==> src/rtl/mips_mem_arbiter_pkg.sv <==
// Shared types for the MIPS memory arbiter: FSM state encoding, grant encoding
// and the RAM latency counter width.
package mips_mem_pkg;

  localparam int unsigned LAT_W = 3;

  typedef enum logic [1:0] {
    StIdle = 2'd0,
    StWait = 2'd1,
    StResp = 2'd2
  } state_e;

  typedef enum logic {
    GNT_I = 1'b0,
    GNT_D = 1'b1
  } gnt_e;

endpackage

==> src/rtl/mips_mem_arbiter_if.sv <==
// Core-side bus of the memory arbiter: instruction-fetch port and data port.
// The core drives through 'master', the arbiter responds through 'slave'.
interface mips_mem_arbiter_if #(
  parameter int unsigned DATA_WIDTH = 32
);

  logic                    i_req;
  logic [31:0]             i_addr;
  logic [DATA_WIDTH-1:0]   i_rdata;
  logic                    i_ack;
  logic                    i_stall;

  logic                    d_req;
  logic                    d_wen;
  logic [DATA_WIDTH/8-1:0] d_be;
  logic [31:0]             d_addr;
  logic [DATA_WIDTH-1:0]   d_wdata;
  logic [DATA_WIDTH-1:0]   d_rdata;
  logic                    d_ack;
  logic                    d_stall;

  modport master (
    output i_req, i_addr,
    input  i_rdata, i_ack, i_stall,
    output d_req, d_wen, d_be, d_addr, d_wdata,
    input  d_rdata, d_ack, d_stall
  );

  modport slave (
    input  i_req, i_addr,
    output i_rdata, i_ack, i_stall,
    input  d_req, d_wen, d_be, d_addr, d_wdata,
    output d_rdata, d_ack, d_stall
  );

endinterface

==> src/rtl/mips_mem_arbiter_rr_arb.sv <==
// 2-way grant logic for the memory arbiter. With MIPS_MEM_ARB_RR_EN defined a
// last-grant pointer gives round-robin; otherwise data always beats instruction.
module mips_rr_arb
  import mips_mem_pkg::*;
(
  input  logic clk,
  input  logic rst,
  input  logic i_ireq,
  input  logic i_dreq,
  input  logic i_take,
  output logic o_valid,
  output gnt_e o_gnt
);

  assign o_valid = i_ireq | i_dreq;

`ifdef MIPS_MEM_ARB_RR_EN
  gnt_e r_last;

  always_ff @(posedge clk or posedge rst) begin
    if (rst) begin
      r_last <= GNT_I;
    end else if (i_take) begin
      r_last <= o_gnt;
    end
  end

  // On a tie the port not served last time wins; a lone request always wins.
  always_comb begin
    o_gnt = GNT_D;
    if (i_ireq && i_dreq) begin
      o_gnt = (r_last == GNT_D) ? GNT_I : GNT_D;
    end else if (i_ireq) begin
      o_gnt = GNT_I;
    end
  end
`else
  logic w_unused;
  assign w_unused = ^{clk, rst, i_take};

  always_comb begin
    o_gnt = i_dreq ? GNT_D : GNT_I;
  end
`endif

endmodule

==> src/rtl/mips_mem_arbiter.sv <==
// Shares one single-port synchronous RAM between instruction fetch and data
// ports. Grant policy selected by MIPS_MEM_ARB_RR_EN (see mips_rr_arb).
module mips_mem_arbiter
  import mips_mem_pkg::*;
#(
  parameter int unsigned DATA_WIDTH  = 32,
  parameter int unsigned ADDR_WIDTH  = 12,
  parameter int unsigned RAM_LATENCY = 1
) (
  input  logic                    clk,
  input  logic                    rst,
  mips_mem_arbiter_if.slave       bus,
  output logic                    ram_en,
  output logic [DATA_WIDTH/8-1:0] ram_we,
  output logic [ADDR_WIDTH-1:0]   ram_addr,
  output logic [DATA_WIDTH-1:0]   ram_din,
  input  logic [DATA_WIDTH-1:0]   ram_dout
);

  localparam int unsigned BE_W = DATA_WIDTH / 8;
  localparam logic [LAT_W-1:0] LAT_LOAD = LAT_W'(RAM_LATENCY);

  state_e                r_state, w_state_d;
  gnt_e                  r_gnt, w_gnt_d;
  logic [LAT_W-1:0]      r_cnt, w_cnt_d;
  logic                  r_ram_en, w_ram_en_d;
  logic [BE_W-1:0]       r_ram_we, w_ram_we_d;
  logic [ADDR_WIDTH-1:0] r_ram_addr, w_ram_addr_d;
  logic [DATA_WIDTH-1:0] r_ram_din, w_ram_din_d;
  logic                  r_i_ack, w_i_ack_d;
  logic                  r_d_ack, w_d_ack_d;
  logic [DATA_WIDTH-1:0] r_i_rdata, w_i_rdata_d;
  logic [DATA_WIDTH-1:0] r_d_rdata, w_d_rdata_d;

  logic w_arb_valid;
  gnt_e w_arb_gnt;
  logic w_take;
  logic w_unused;

  // Byte-offset bits and bits above the RAM depth are dropped: addresses wrap.
  assign w_unused = ^{bus.i_addr[31:ADDR_WIDTH+2], bus.i_addr[1:0],
                      bus.d_addr[31:ADDR_WIDTH+2], bus.d_addr[1:0]};

  mips_rr_arb u_arb (
    .clk     (clk),
    .rst     (rst),
    .i_ireq  (bus.i_req),
    .i_dreq  (bus.d_req),
    .i_take  (w_take),
    .o_valid (w_arb_valid),
    .o_gnt   (w_arb_gnt)
  );

  always_ff @(posedge clk or posedge rst) begin
    if (rst) begin
      r_state    <= StIdle;
      r_gnt      <= GNT_I;
      r_cnt      <= '0;
      r_ram_en   <= 1'b0;
      r_ram_we   <= '0;
      r_ram_addr <= '0;
      r_ram_din  <= '0;
      r_i_ack    <= 1'b0;
      r_d_ack    <= 1'b0;
      r_i_rdata  <= '0;
      r_d_rdata  <= '0;
    end else begin
      r_state    <= w_state_d;
      r_gnt      <= w_gnt_d;
      r_cnt      <= w_cnt_d;
      r_ram_en   <= w_ram_en_d;
      r_ram_we   <= w_ram_we_d;
      r_ram_addr <= w_ram_addr_d;
      r_ram_din  <= w_ram_din_d;
      r_i_ack    <= w_i_ack_d;
      r_d_ack    <= w_d_ack_d;
      r_i_rdata  <= w_i_rdata_d;
      r_d_rdata  <= w_d_rdata_d;
    end
  end

  always_comb begin
    w_state_d    = r_state;
    w_gnt_d      = r_gnt;
    w_cnt_d      = r_cnt;
    w_ram_en_d   = 1'b0;
    w_ram_we_d   = '0;
    w_ram_addr_d = r_ram_addr;
    w_ram_din_d  = r_ram_din;
    w_i_ack_d    = 1'b0;
    w_d_ack_d    = 1'b0;
    w_i_rdata_d  = r_i_rdata;
    w_d_rdata_d  = r_d_rdata;
    w_take       = 1'b0;

    unique case (r_state)
      StIdle: begin
        if (w_arb_valid) begin
          // The RAM command registers double as the latched copy of the request.
          w_take      = 1'b1;
          w_gnt_d     = w_arb_gnt;
          w_ram_en_d  = 1'b1;
          w_ram_din_d = bus.d_wdata;
          w_cnt_d     = LAT_LOAD;
          w_state_d   = StWait;
          if (w_arb_gnt == GNT_D) begin
            w_ram_addr_d = bus.d_addr[ADDR_WIDTH+1:2];
            w_ram_we_d   = bus.d_wen ? bus.d_be : '0;
          end else begin
            w_ram_addr_d = bus.i_addr[ADDR_WIDTH+1:2];
          end
        end
      end
      StWait: begin
        if (r_cnt == '0) begin
          w_state_d = StResp;
          if (r_gnt == GNT_D) begin
            w_d_ack_d   = 1'b1;
            w_d_rdata_d = ram_dout;
          end else begin
            w_i_ack_d   = 1'b1;
            w_i_rdata_d = ram_dout;
          end
        end else begin
          w_cnt_d = r_cnt - LAT_W'(1);
        end
      end
      StResp: begin
        w_state_d = StIdle;
      end
      default: begin
        w_state_d = StIdle;
      end
    endcase
  end

  assign ram_en      = r_ram_en;
  assign ram_we      = r_ram_we;
  assign ram_addr    = r_ram_addr;
  assign ram_din     = r_ram_din;

  assign bus.i_ack   = r_i_ack;
  assign bus.d_ack   = r_d_ack;
  assign bus.i_rdata = r_i_rdata;
  assign bus.d_rdata = r_d_rdata;
  assign bus.i_stall = bus.i_req & ~r_i_ack;
  assign bus.d_stall = bus.d_req & ~r_d_ack;

endmodule
==> src/flat_wrapper.sv <==
// flat-port wrapper written by rule: the top's interface ports become plain ports
module mips_mem_arbiter_flat import mips_mem_pkg::*;
#(
  parameter int unsigned DATA_WIDTH  = 32,
  parameter int unsigned ADDR_WIDTH  = 12,
  parameter int unsigned RAM_LATENCY = 1
)
  (clk, rst, ram_en, ram_we, ram_addr, ram_din, ram_dout, bus_i_req, bus_i_addr, bus_i_rdata, bus_i_ack, bus_i_stall, bus_d_req, bus_d_wen, bus_d_be, bus_d_addr, bus_d_wdata, bus_d_rdata, bus_d_ack, bus_d_stall);
  mips_mem_arbiter_if #(.DATA_WIDTH(DATA_WIDTH)) bus_i ();
  input  logic clk;
  input  logic rst;
  output logic ram_en;
  output logic [DATA_WIDTH/8-1:0] ram_we;
  output logic [ADDR_WIDTH-1:0] ram_addr;
  output logic [DATA_WIDTH-1:0] ram_din;
  input  logic [DATA_WIDTH-1:0] ram_dout;
  input wire logic [$bits(bus_i.i_req)-1:0] bus_i_req;
  input wire logic [$bits(bus_i.i_addr)-1:0] bus_i_addr;
  output wire logic [$bits(bus_i.i_rdata)-1:0] bus_i_rdata;
  output wire logic [$bits(bus_i.i_ack)-1:0] bus_i_ack;
  output wire logic [$bits(bus_i.i_stall)-1:0] bus_i_stall;
  input wire logic [$bits(bus_i.d_req)-1:0] bus_d_req;
  input wire logic [$bits(bus_i.d_wen)-1:0] bus_d_wen;
  input wire logic [$bits(bus_i.d_be)-1:0] bus_d_be;
  input wire logic [$bits(bus_i.d_addr)-1:0] bus_d_addr;
  input wire logic [$bits(bus_i.d_wdata)-1:0] bus_d_wdata;
  output wire logic [$bits(bus_i.d_rdata)-1:0] bus_d_rdata;
  output wire logic [$bits(bus_i.d_ack)-1:0] bus_d_ack;
  output wire logic [$bits(bus_i.d_stall)-1:0] bus_d_stall;
  assign bus_i.i_req = bus_i_req;
  assign bus_i.i_addr = bus_i_addr;
  assign bus_i_rdata = bus_i.i_rdata;
  assign bus_i_ack = bus_i.i_ack;
  assign bus_i_stall = bus_i.i_stall;
  assign bus_i.d_req = bus_d_req;
  assign bus_i.d_wen = bus_d_wen;
  assign bus_i.d_be = bus_d_be;
  assign bus_i.d_addr = bus_d_addr;
  assign bus_i.d_wdata = bus_d_wdata;
  assign bus_d_rdata = bus_i.d_rdata;
  assign bus_d_ack = bus_i.d_ack;
  assign bus_d_stall = bus_i.d_stall;
  mips_mem_arbiter #(.DATA_WIDTH(DATA_WIDTH), .ADDR_WIDTH(ADDR_WIDTH), .RAM_LATENCY(RAM_LATENCY)) u_core (.clk(clk), .rst(rst), .bus(bus_i), .ram_en(ram_en), .ram_we(ram_we), .ram_addr(ram_addr), .ram_din(ram_din), .ram_dout(ram_dout));
endmodule
==> config.mk <==
export PLATFORM = sky130hd
export DESIGN_NAME = mips_mem_arbiter_flat
export DESIGN_NICKNAME = d
export VERILOG_FILES = /design/src/rtl/mips_mem_arbiter_pkg.sv /design/src/rtl/mips_mem_arbiter_if.sv /design/src/rtl/mips_mem_arbiter_rr_arb.sv /design/src/rtl/mips_mem_arbiter.sv /design/src/flat_wrapper.sv
export SDC_FILE = /design/constraint.sdc
export NUM_CORES = 1
export LEC_CHECK = 0
export ABC_AREA = 0
export CORE_ASPECT_RATIO = 1.4
export CORE_MARGIN = 3
export CORE_UTILIZATION = 39
export DETAILED_ROUTE_END_ITERATION = 6
export GPL_TIMING_DRIVEN = 1
export PLACE_DENSITY = 0.81
export SETUP_SLACK_MARGIN = 0.1
export SYNTH_ARGS = -nofsm -noshare
export SYNTH_HDL_FRONTEND = slang
export SYNTH_HIERARCHICAL = 1
export SYNTH_SLANG_ARGS = --single-unit
export TNS_END_PERCENT = 20
==> constraint.sdc <==
create_clock -name clk -period 5.9 [get_ports clk]
set_clock_uncertainty 0.1 [all_clocks]
set_input_delay 1.18 -clock clk [delete_from_list [all_inputs] [get_ports clk]]
set_output_delay 1.18 -clock clk [all_outputs]
set_load 0.02 [all_outputs]
==> results of run 1 <==
## flip-flops by register name, summed over array words and instances, names as in the netlist, 2 cells and up
register            cells
u_core/bus.d_rdata     32
u_core/bus.i_rdata     32
u_core/ram_din         32
u_core/ram_addr        12
u_core/ram_we           4
u_core/r_cnt            3
u_core/r_state          2
## synth_stat cells (all sizes together)
master | number | area, µm²
a22o | 2 | 17.5
nand2 | 1 | 6.26
mux2 | 98 | 1100
a21oi | 12 | 60.1
mux2i | 13 | 130
nor3b | 1 | 12.5
nand2b | 2 | 12.5
nor2b | 2 | 12.5
o21ai | 1 | 5.00
or4b | 1 | 10.0
o21bai | 1 | 7.51
or2 | 1 | 6.26
and3 | 1 | 6.26
clkbuf | 1 | 3.75
ha | 2 | 25.0
dfrtp | 121 | 3030
inv | 5 | 18.8
and2b | 1 | 7.51
a31oi | 1 | 6.26
and4bb | 1 | 16.3
and2 | 4 | 25.0
buf | 15 | 103
nor2 | 13 | 48.8
a22oi | 1 | 7.51
## routing by layer
metal	GRT usage (%)	share of wire (%)	up-vias
met5	0	0	-
met4	5.32	1.0	0
met3	7.62	8.9	10
met2	31.4	54	134
met1	18.2	36	1565
li1	-	-	1489
## worst max-delay path, cell delays in order
cell,delay (ns)
clkdlybuf4s50_1,1.04
nor2b_1,0.21
clkdlybuf4s50_1,0.61
## kinds of logic after synthesis
group                      Yosys count  share of synthesized area, %
AOI/OAI and AO/OA                   18                          2.22
buffers and inverters               21                          2.67
and+or+nand+nor                     28                          3.50
adders and majority gates            2                         0.535
DFF                                121                          64.7
muxes                              111                          26.4
## through the flow
step,cell area [µm²],cells,power [mW]
detailed placement,6920,645,3.59
global route,7480,677,4.76
global placement,6920,645,3.52
CTS,7480,677,4.58
finish,7480,677,4.51
floorplan,4680,301,2.56
## power by group
part	leakage, nW	internal (mW)	switching (mW)
Sequential	1.43	1.24	0.211
Combinational	1.47	1.11	0.983
Clock	0.254	0.592	0.372
## cell type report
type	instances	share of cell area, %
Timing Repair Buffer	216	28.8
Clock inverter	13	1.64
Sequential cell	121	40.5
Clock buffer	19	5.92
Tap cell	144	2.41
Multi-Input combinational cell	159	20.5
Inverter	5	0.284
## how the worst min path moves through the flow
stage                              to              startpoint  cells past startpoint  slack (ns)
6_report       u_core/bus.i_rdata[18]  u_core/bus.i_rdata[18]                      1        0.39
5_1_grt        u_core/bus.i_rdata[18]  u_core/bus.i_rdata[18]                      1        0.40
3_3_place_gp   u_core/bus.i_rdata[27]  u_core/bus.i_rdata[27]                      1        0.37
3_5_place_dp   u_core/bus.i_rdata[12]  u_core/bus.i_rdata[12]                      1        0.38
4_1_cts        u_core/bus.i_rdata[18]  u_core/bus.i_rdata[18]                      1        0.39
2_1_floorplan         u_core/r_cnt[1]         u_core/r_cnt[1]                      1        0.39
==> impl_metrics.csv, run 1 <==
group,metric,value,unit
outcome,outcome,"finished clean",
setup_path,startpoint,"bus_d_req",
setup_path,r2r_start,"u_core/r_cnt[0]",
cells_and_area,drive_above_1_share,20.5,%
power_and_ir_drop,leakage,3.16,nW
floorplanning,initial_core_util,40.7,%
setup_path,worstSetupEndpointType,"primary output",
power_and_ir_drop,ir_worst_vdd,0.469,mV
placement,dp_slack,1.55,ns
grt,antenna_found_initial,0,
drt,drcViolationCount,0,
min_path,min-delay-path-class,"register to register",
cells_and_area,diodes,0,
cells_and_area,area_growth,59.9,%
cts,cts_setup_buffers,0,
setup_path,critPathKind,"primary input to primary output",
grt,first_global_vias,3490,
setup_path,crit_end,"bus_d_stall",
grt,grt_pass1_wl,18.0,mm
drt,drt_wl_total,11.3,mm
placement,dp_hpwl,8.28,mm
sta,relSlewSlack,41.3,%
cells_and_area,regArea,3030,µm²
drt,drt_iter0_markers,44,
sta,rsz0062_at_grt,"no",
cts,cts_buffers,17,
cts,cts_sinks,121,
cells_and_area,fillers,880,
cts,ctsResizeCount,0,
cells_and_area,fin_util,65.0,%
cts,cts_tree,"done",
floorplanning,num_rows,46,
cts,clockBufferDepth,2,
floorplanning,dieWidth,98.6,µm
setup_path,crit_arrival,3.05,ns
floorplanning,core_area,11500,µm²
logic_synthesis,yosys_register_bits,121,
sta,worstMarginPinSlew,0.877,ns
drt,vias_per_cell,4.72,
sta,fin_ws,1.57,ns
sta,finalSetupViolCount,0,
floorplanning,die_area,13400,µm²
setup_path,reg2reg_slack,3.59,ns
cells_and_area,fin_nets,659,
drt,vias,3198,
run,maxCapViolations,0,
grt,track_usage,17.4,%
setup_path,r2r_cells,5,
sta,hold_violations,0,
floorplanning,die_h,136,µm
drt,ant_nets,0,
logic_synthesis,synthCells,301,
setup_path,worstPathMaxFanout,16,
cts,clock-root-buffer,"clkbuf_16",
cts,path_clk_slew,0.06,ns
cts,clock_latency,0.40,ns
logic_synthesis,synth_warnings,6,
drt,wl_per_cell,16.7,µm
grt,grt_max_degree,63,
logic_synthesis,synth.distinct_cells,27,
sta,fin_crit,4.33,ns
setup_path,crit_required,4.62,ns
sta,hold_ws,0.386,ns
sta,setup_tns,0,ns
logic_synthesis,syn_nets,440,
logic_synthesis,syn_area_per_cell,15.5,µm²
floorplanning,num_io_pins,254,
placement,gp_congestion,0.739,
cells_and_area,mostFrequentLayoutCells,"213 x clkdlybuf4s50_1, 121 x dfrtp_1, 69 x mux2_2",
power_and_ir_drop,powerDensity,602,nW/µm²
setup_path,cp-start-kind,"primary input",
sta,slew_viol_final,0,
placement,io_buffers,213,
sta,fmax,231,MHz
drt,first_pass_iters,3,
sta,min_period_over_period,73.4,%
cts,cts_hold_buf,0,
cts,htree_levels,4,
logic_synthesis,ys_seq_area_share,64.7,%
grt,grt-ovfl-total,0,
cells_and_area,final_common_cell,"clkdlybuf4s50_1",
cells_and_area,multi_input_area,1530,µm²
setup_path,reg2reg_to,"u_core/bus.i_rdata[31]",
logic_synthesis,syn-cell-area,4680,µm²
Power figures use the tool's default switching activity.
==> inputs of run 2 (changes only) <==
Clock period 5.9 ns to 4.3 ns, I/O delays scaled along.
==> run 2 against run 1 <==
Against the previous run:
- critical path type unchanged
- global-route usage is 0.12 points higher
- clock power grew 48%
- hold slack gained 0.0013 ns
- largest cell class unchanged
==> impl_metrics.csv, run 2 (synthesis gave the netlist of run 1 again) <==
group,metric,value,unit
outcome,outcome,"finished clean",
setup_path,crit_arrival,2.16,ns
cts,ctsResizeCount,0,
floorplanning,initial_core_util,40.7,%
cts,cts_tree,"done",
placement,dp_slack,1.17,ns
drt,vias,3264,
min_path,min-delay-path-class,"register to register",
cts,cts_sinks,121,
floorplanning,core_area,11500,µm²
min_path,min-delay-start,"u_core/bus.i_rdata[0]",
setup_path,cp-start-kind,"primary input",
sta,rsz0062_at_grt,"no",
sta,relSlewSlack,41.4,%
setup_path,r2r_start,"u_core/r_cnt[0]",
run,maxCapViolations,0,
cells_and_area,drive_above_1_share,20.3,%
grt,first_global_vias,3617,
drt,first_pass_iters,4,
cells_and_area,fin_nets,659,
floorplanning,die_h,136,µm
cells_and_area,mostFrequentLayoutCells,"213 x clkdlybuf4s50_1, 121 x dfrtp_1, 69 x mux2_2",
sta,worstMarginPinSlew,0.879,ns
cells_and_area,final_common_cell,"clkdlybuf4s50_1",
drt,drcViolationCount,0,
cts,clock-root-buffer,"clkbuf_16",
sta,hold_violations,0,
cts,clock_latency,0.40,ns
drt,highest_layer,"met4",
setup_path,startpoint,"bus_d_req",
drt,drt_wl_total,11.5,mm
cts,cts_buffers,17,
setup_path,crit_required,3.34,ns
drt,wl_met3,1.01,mm
cts,cts_hold_buf,0,
floorplanning,num_io_pins,254,
power_and_ir_drop,leakage,3.20,nW
drt,drt_iter0_markers,68,
drt,wl_met1,4.01,mm
drt,vias_per_cell,4.82,
cts,cts_setup_buffers,0,
sta,slew_viol_final,0,
setup_path,worstPathMaxFanout,4,
cells_and_area,area_growth,61.1,%
floorplanning,dieWidth,98.6,µm
placement,io_buffers,213,
sta,finalSetupViolCount,0,
sta,min_period_over_period,72.6,%
grt,grt_pass1_wl,18.3,mm
cells_and_area,fillers,880,
power_and_ir_drop,powerDensity,835,nW/µm²
drt,wl_per_cell,16.9,µm
grt,grt-ovfl-total,0,
grt,antenna_found_initial,0,
setup_path,critPathKind,"primary input to primary output",
drt,ant_nets,0,
cts,clockBufferDepth,2,
sta,fin_crit,3.12,ns
cells_and_area,diodes,0,
power_and_ir_drop,ir_worst_vdd,0.427,mV
grt,grt_max_degree,63,
sta,fin_ws,1.18,ns
grt,track_usage,17.5,%
sta,setup_tns,0,ns
drt,met2WireLength,6.29,mm
cts,path_clk_slew,0.05,ns
placement,dp_hpwl,8.44,mm
sta,fmax,320,MHz
floorplanning,num_rows,46,
setup_path,worstSetupEndpointType,"primary output",
cts,htree_levels,4,
floorplanning,die_area,13400,µm²
placement,gp_congestion,0.728,
run 2: layout make-up:
cell class	count	area (µm²)	share of cell area (%)
sequential	121	3030	40.2
timing repair buffer	216	2170	28.8
multi-input combinational	159	1530	20.4
clock buffer	21	460	6.11
tap	144	180	2.39
clock inverter	11	146	1.94
inverter	5	21.3	0.282
run 2: layer usage:
| metal | global-route usage (%) | vias up |
|---|---|---|
| met4 | 6.61 | 0 |
| met1 | 17.7 | 1620 |
| met3 | 7.42 | 13 |
| met2 | 31.8 | 134 |
| met5 | 0 | - |
| li1 | - | 1497 |
run 2: worst max-delay path: stages:
cell and delay, ns:
clkdlybuf4s50_1 0.55, nor2b_1 0.15, clkdlybuf4s50_1 0.60
run 2: worst paths after layout:
kind                                     endpoint  slack, ns  depth (start not counted)
hold / removal              u_core/bus.i_rdata[0]       0.39                          1
setup / recovery                      bus_d_stall       1.18                          3
setup reg to reg           u_core/bus.i_rdata[31]       1.93                          5
hold reg to reg             u_core/bus.i_rdata[0]       0.39                          1
max in group asynchronous  u_core/bus.d_rdata[25]       2.42                          3
min in group asynchronous      u_core/ram_din[25]       0.85                          2
run 2: metrics by stage:
step / hold slack [ns] / instance area [µm²] / cells / power [mW] / utilization (%)
floorplan: 0.392 / 4680 / 301 / 3.52 / -
global placement: 0.368 / 6930 / 645 / 4.82 / 60.2
detailed placement: 0.376 / 6930 / 645 / 4.93 / 60.2
CTS: 0.391 / 7540 / 677 / 6.39 / 65.5
global route: 0.411 / 7540 / 677 / 6.63 / 65.5
finish: 0.387 / 7540 / 677 / 6.30 / 65.5
run 2: report_power, final:
part | total (mW) | internal [mW] | switching (mW)
logic | 2.87 | 1.52 | 1.36
registers | 1.99 | 1.71 | 0.289
clock network | 1.43 | 0.941 | 0.485
total | 6.30 | 4.16 | 2.13
==> inputs of run 3 (changes only) <==
Settings changed: CORE_UTILIZATION 39 to 35, PLACE_DENSITY 0.81 to 0.77.
Clock period 4.3 ns to 2.7 ns, I/O delays scaled along.
==> run 3 against run 2 <==
Against the previous run:
- critical path depth unchanged
- wire length up 2.5%
- worst setup slack worse by 0.96 ns
- design area up 1.8%
- total power up 62%
- sequential power up 60%
- cell count up 5.6%
- sequential cell count unchanged
- core utilization down 6.2 points
- highest routed layer unchanged
==> impl_metrics.csv, run 3 (synthesis gave the netlist of run 1 again) <==
group,metric,value,unit
setup_path,cp-start-kind,"primary input",
placement,io_buffers,213,
grt,first_global_vias,3673,
grt,grt.busiest_layer,"met2",
drt,wl_per_cell,16.4,µm
sta,slew_viol_final,0,
grt,grt-ovfl-total,0,
cells_and_area,diodes,0,
cells_and_area,mostFrequentLayoutCells,"213 x clkdlybuf4s50_1, 121 x dfrtp_1, 69 x mux2_2",
placement,dp_slack,0.229,ns
floorplanning,num_io_pins,254,
grt,track_usage,16.1,%
sta,hold_violations,0,
drt,first_pass_iters,4,
cells_and_area,area_growth,64.0,%
power_and_ir_drop,powerDensity,1330,nW/µm²
setup_path,crit_required,2.06,ns
setup_path,worstPathMaxFanout,5,
drt,drt_wl_total,11.8,mm
cells_and_area,fin_nets,663,
setup_path,crit_slowest_cell,"clkdlybuf4s50_1",
placement,placedCellCount,683,
cts,cts_setup_buffers,0,
grt,globalRouteMet2Util,29.6,%
run,maxCapViolations,0,
floorplanning,initial_core_util,36.2,%
cells_and_area,fillers,1050,
setup_path,worstSetupEndpointType,"primary output",
floorplanning,core_area,12900,µm²
grt,grt_max_degree,69,
power_and_ir_drop,ir_worst_vdd,0.720,mV
min_path,hold_depth,1,
setup_path,crit_arrival,1.84,ns
setup_path,r2r_cells,6,
setup_path,critPathKind,"primary input to primary output",
outcome,outcome,"finished clean",
cts,clock-root-buffer,"clkbuf_16",
setup_path,reg2reg_to,"u_core/bus.i_rdata[30]",
placement,gp_congestion,0.756,
cells_and_area,fin_util,59.3,%
setup_path,r2r_start,"u_core/r_cnt[0]",
grt,globalRouteMet3Util,7.01,%
drt,vias,3241,
cts,ctsResizeCount,0,
power_and_ir_drop,leakage,3.24,nW
drt,drcViolationCount,0,
sta,finalSetupViolCount,0,
sta,fin_ws,0.220,ns
floorplanning,die_area,14800,µm²
min_path,min-delay-start,"u_core/bus.i_rdata[6]",
setup_path,worst_path_most_repeated_cell,"clkdlybuf4s50_1",
setup_path,reg2reg_slack,0.62,ns
min_path,min-delay-path-class,"register to register",
sta,fmax,403,MHz
cts,cts_hold_buf,0,
floorplanning,dieWidth,104,µm
sta,min_period_over_period,91.8,%
cts,htree_levels,4,
cts,cts_buffers,17,
sta,rsz0062_at_grt,"no",
cts,cts_tree,"done",
drt,ant_nets,0,
floorplanning,die_h,143,µm
cells_and_area,stdcell_count,715,
sta,relSlewSlack,55.6,%
grt,use_met1,16.2,%
min_path,min_to,"u_core/bus.i_rdata[6]",
cts,clock_latency,0.39,ns
floorplanning,num_rows,49,
power_and_ir_drop,p_total,10.2,mW
cts,path_clk_slew,0.05,ns
drt,drt_iter0_markers,61,
grt,antenna_found_initial,0,
setup_path,max_stage_delay,0.60,ns
placement,dp_hpwl,8.78,mm
drt,vias_per_cell,4.53,
sta,setup_tns,0,ns
sta,fin_crit,2.48,ns
cells_and_area,final_common_cell,"clkdlybuf4s50_1",
sta,worstMarginPinSlew,0.666,ns
cts,clockBufferDepth,2,
grt,grt_pass1_wl,18.9,mm
cts,cts_sinks,121,
setup_path,path_cells,"clkdlybuf4s50_1, nor2b_1, clkdlybuf4s50_1",
cells_and_area,drive_above_1_share,21.0,%
## run 3: changes by cell type in the layout (fill, tap and decap cells not counted)
cell        change
clkinv_2        -2
and2b_2         -1
inv_6           +2
clkbuf_1        -2
inv_4           -1
buf_4           +2
clkinvlp_4      +2
and2b_1         +1
bufinv_16       +1
buf_12          +2
## run 3: how the worst max path moves through the flow
stage | startpoint | end | slack, ns
after floorplan | rst | u_core/bus.d_ack | 0.58
after global placement | bus_d_req | bus_d_stall | 0.24
after global routing | bus_d_req | bus_d_stall | 0.18
after detailed placement | bus_d_req | bus_d_stall | 0.23
after CTS | bus_d_req | bus_d_stall | 0.22
final | bus_d_req | bus_d_stall | 0.22
## run 3: layer usage
metal	vias up	wire length [µm]
met5	-	0
met4	0	167
met3	9	1020
met2	129	6450
met1	1610	4130
li1	1493	-
## run 3: power by group
part / leakage [nW] / switching, mW / internal, mW
clock network: 0.306 / 0.811 / 1.60
registers: 1.43 / 0.476 / 2.72
logic: 1.50 / 2.16 / 2.45
total: 3.24 / 3.45 / 6.77
## run 3: stage by stage
step | hold WS (ns) | area, µm²
after detailed placement | 0.374 | 7030
after floorplan | 0.392 | 4680
after CTS | 0.386 | 7670
after global routing | 0.404 | 7670
final | 0.384 | 7670
after global placement | 0.369 | 7030
## run 3: worst max-delay path, delay by kind of cell
kind	cells	cell delay [ns]
buf+inv	2	1.15
simple gates	1	0.15
## run 3: layout make-up
class	instances	area [µm²]	area share (%)
tap	178	223	2.90
sequential	121	3030	39.5
inverter	5	22.5	0.294
clock buffer	19	453	5.90
timing repair buffer	220	2220	29.0
clock inverter	13	191	2.50
multi-input combinational	159	1530	20.0
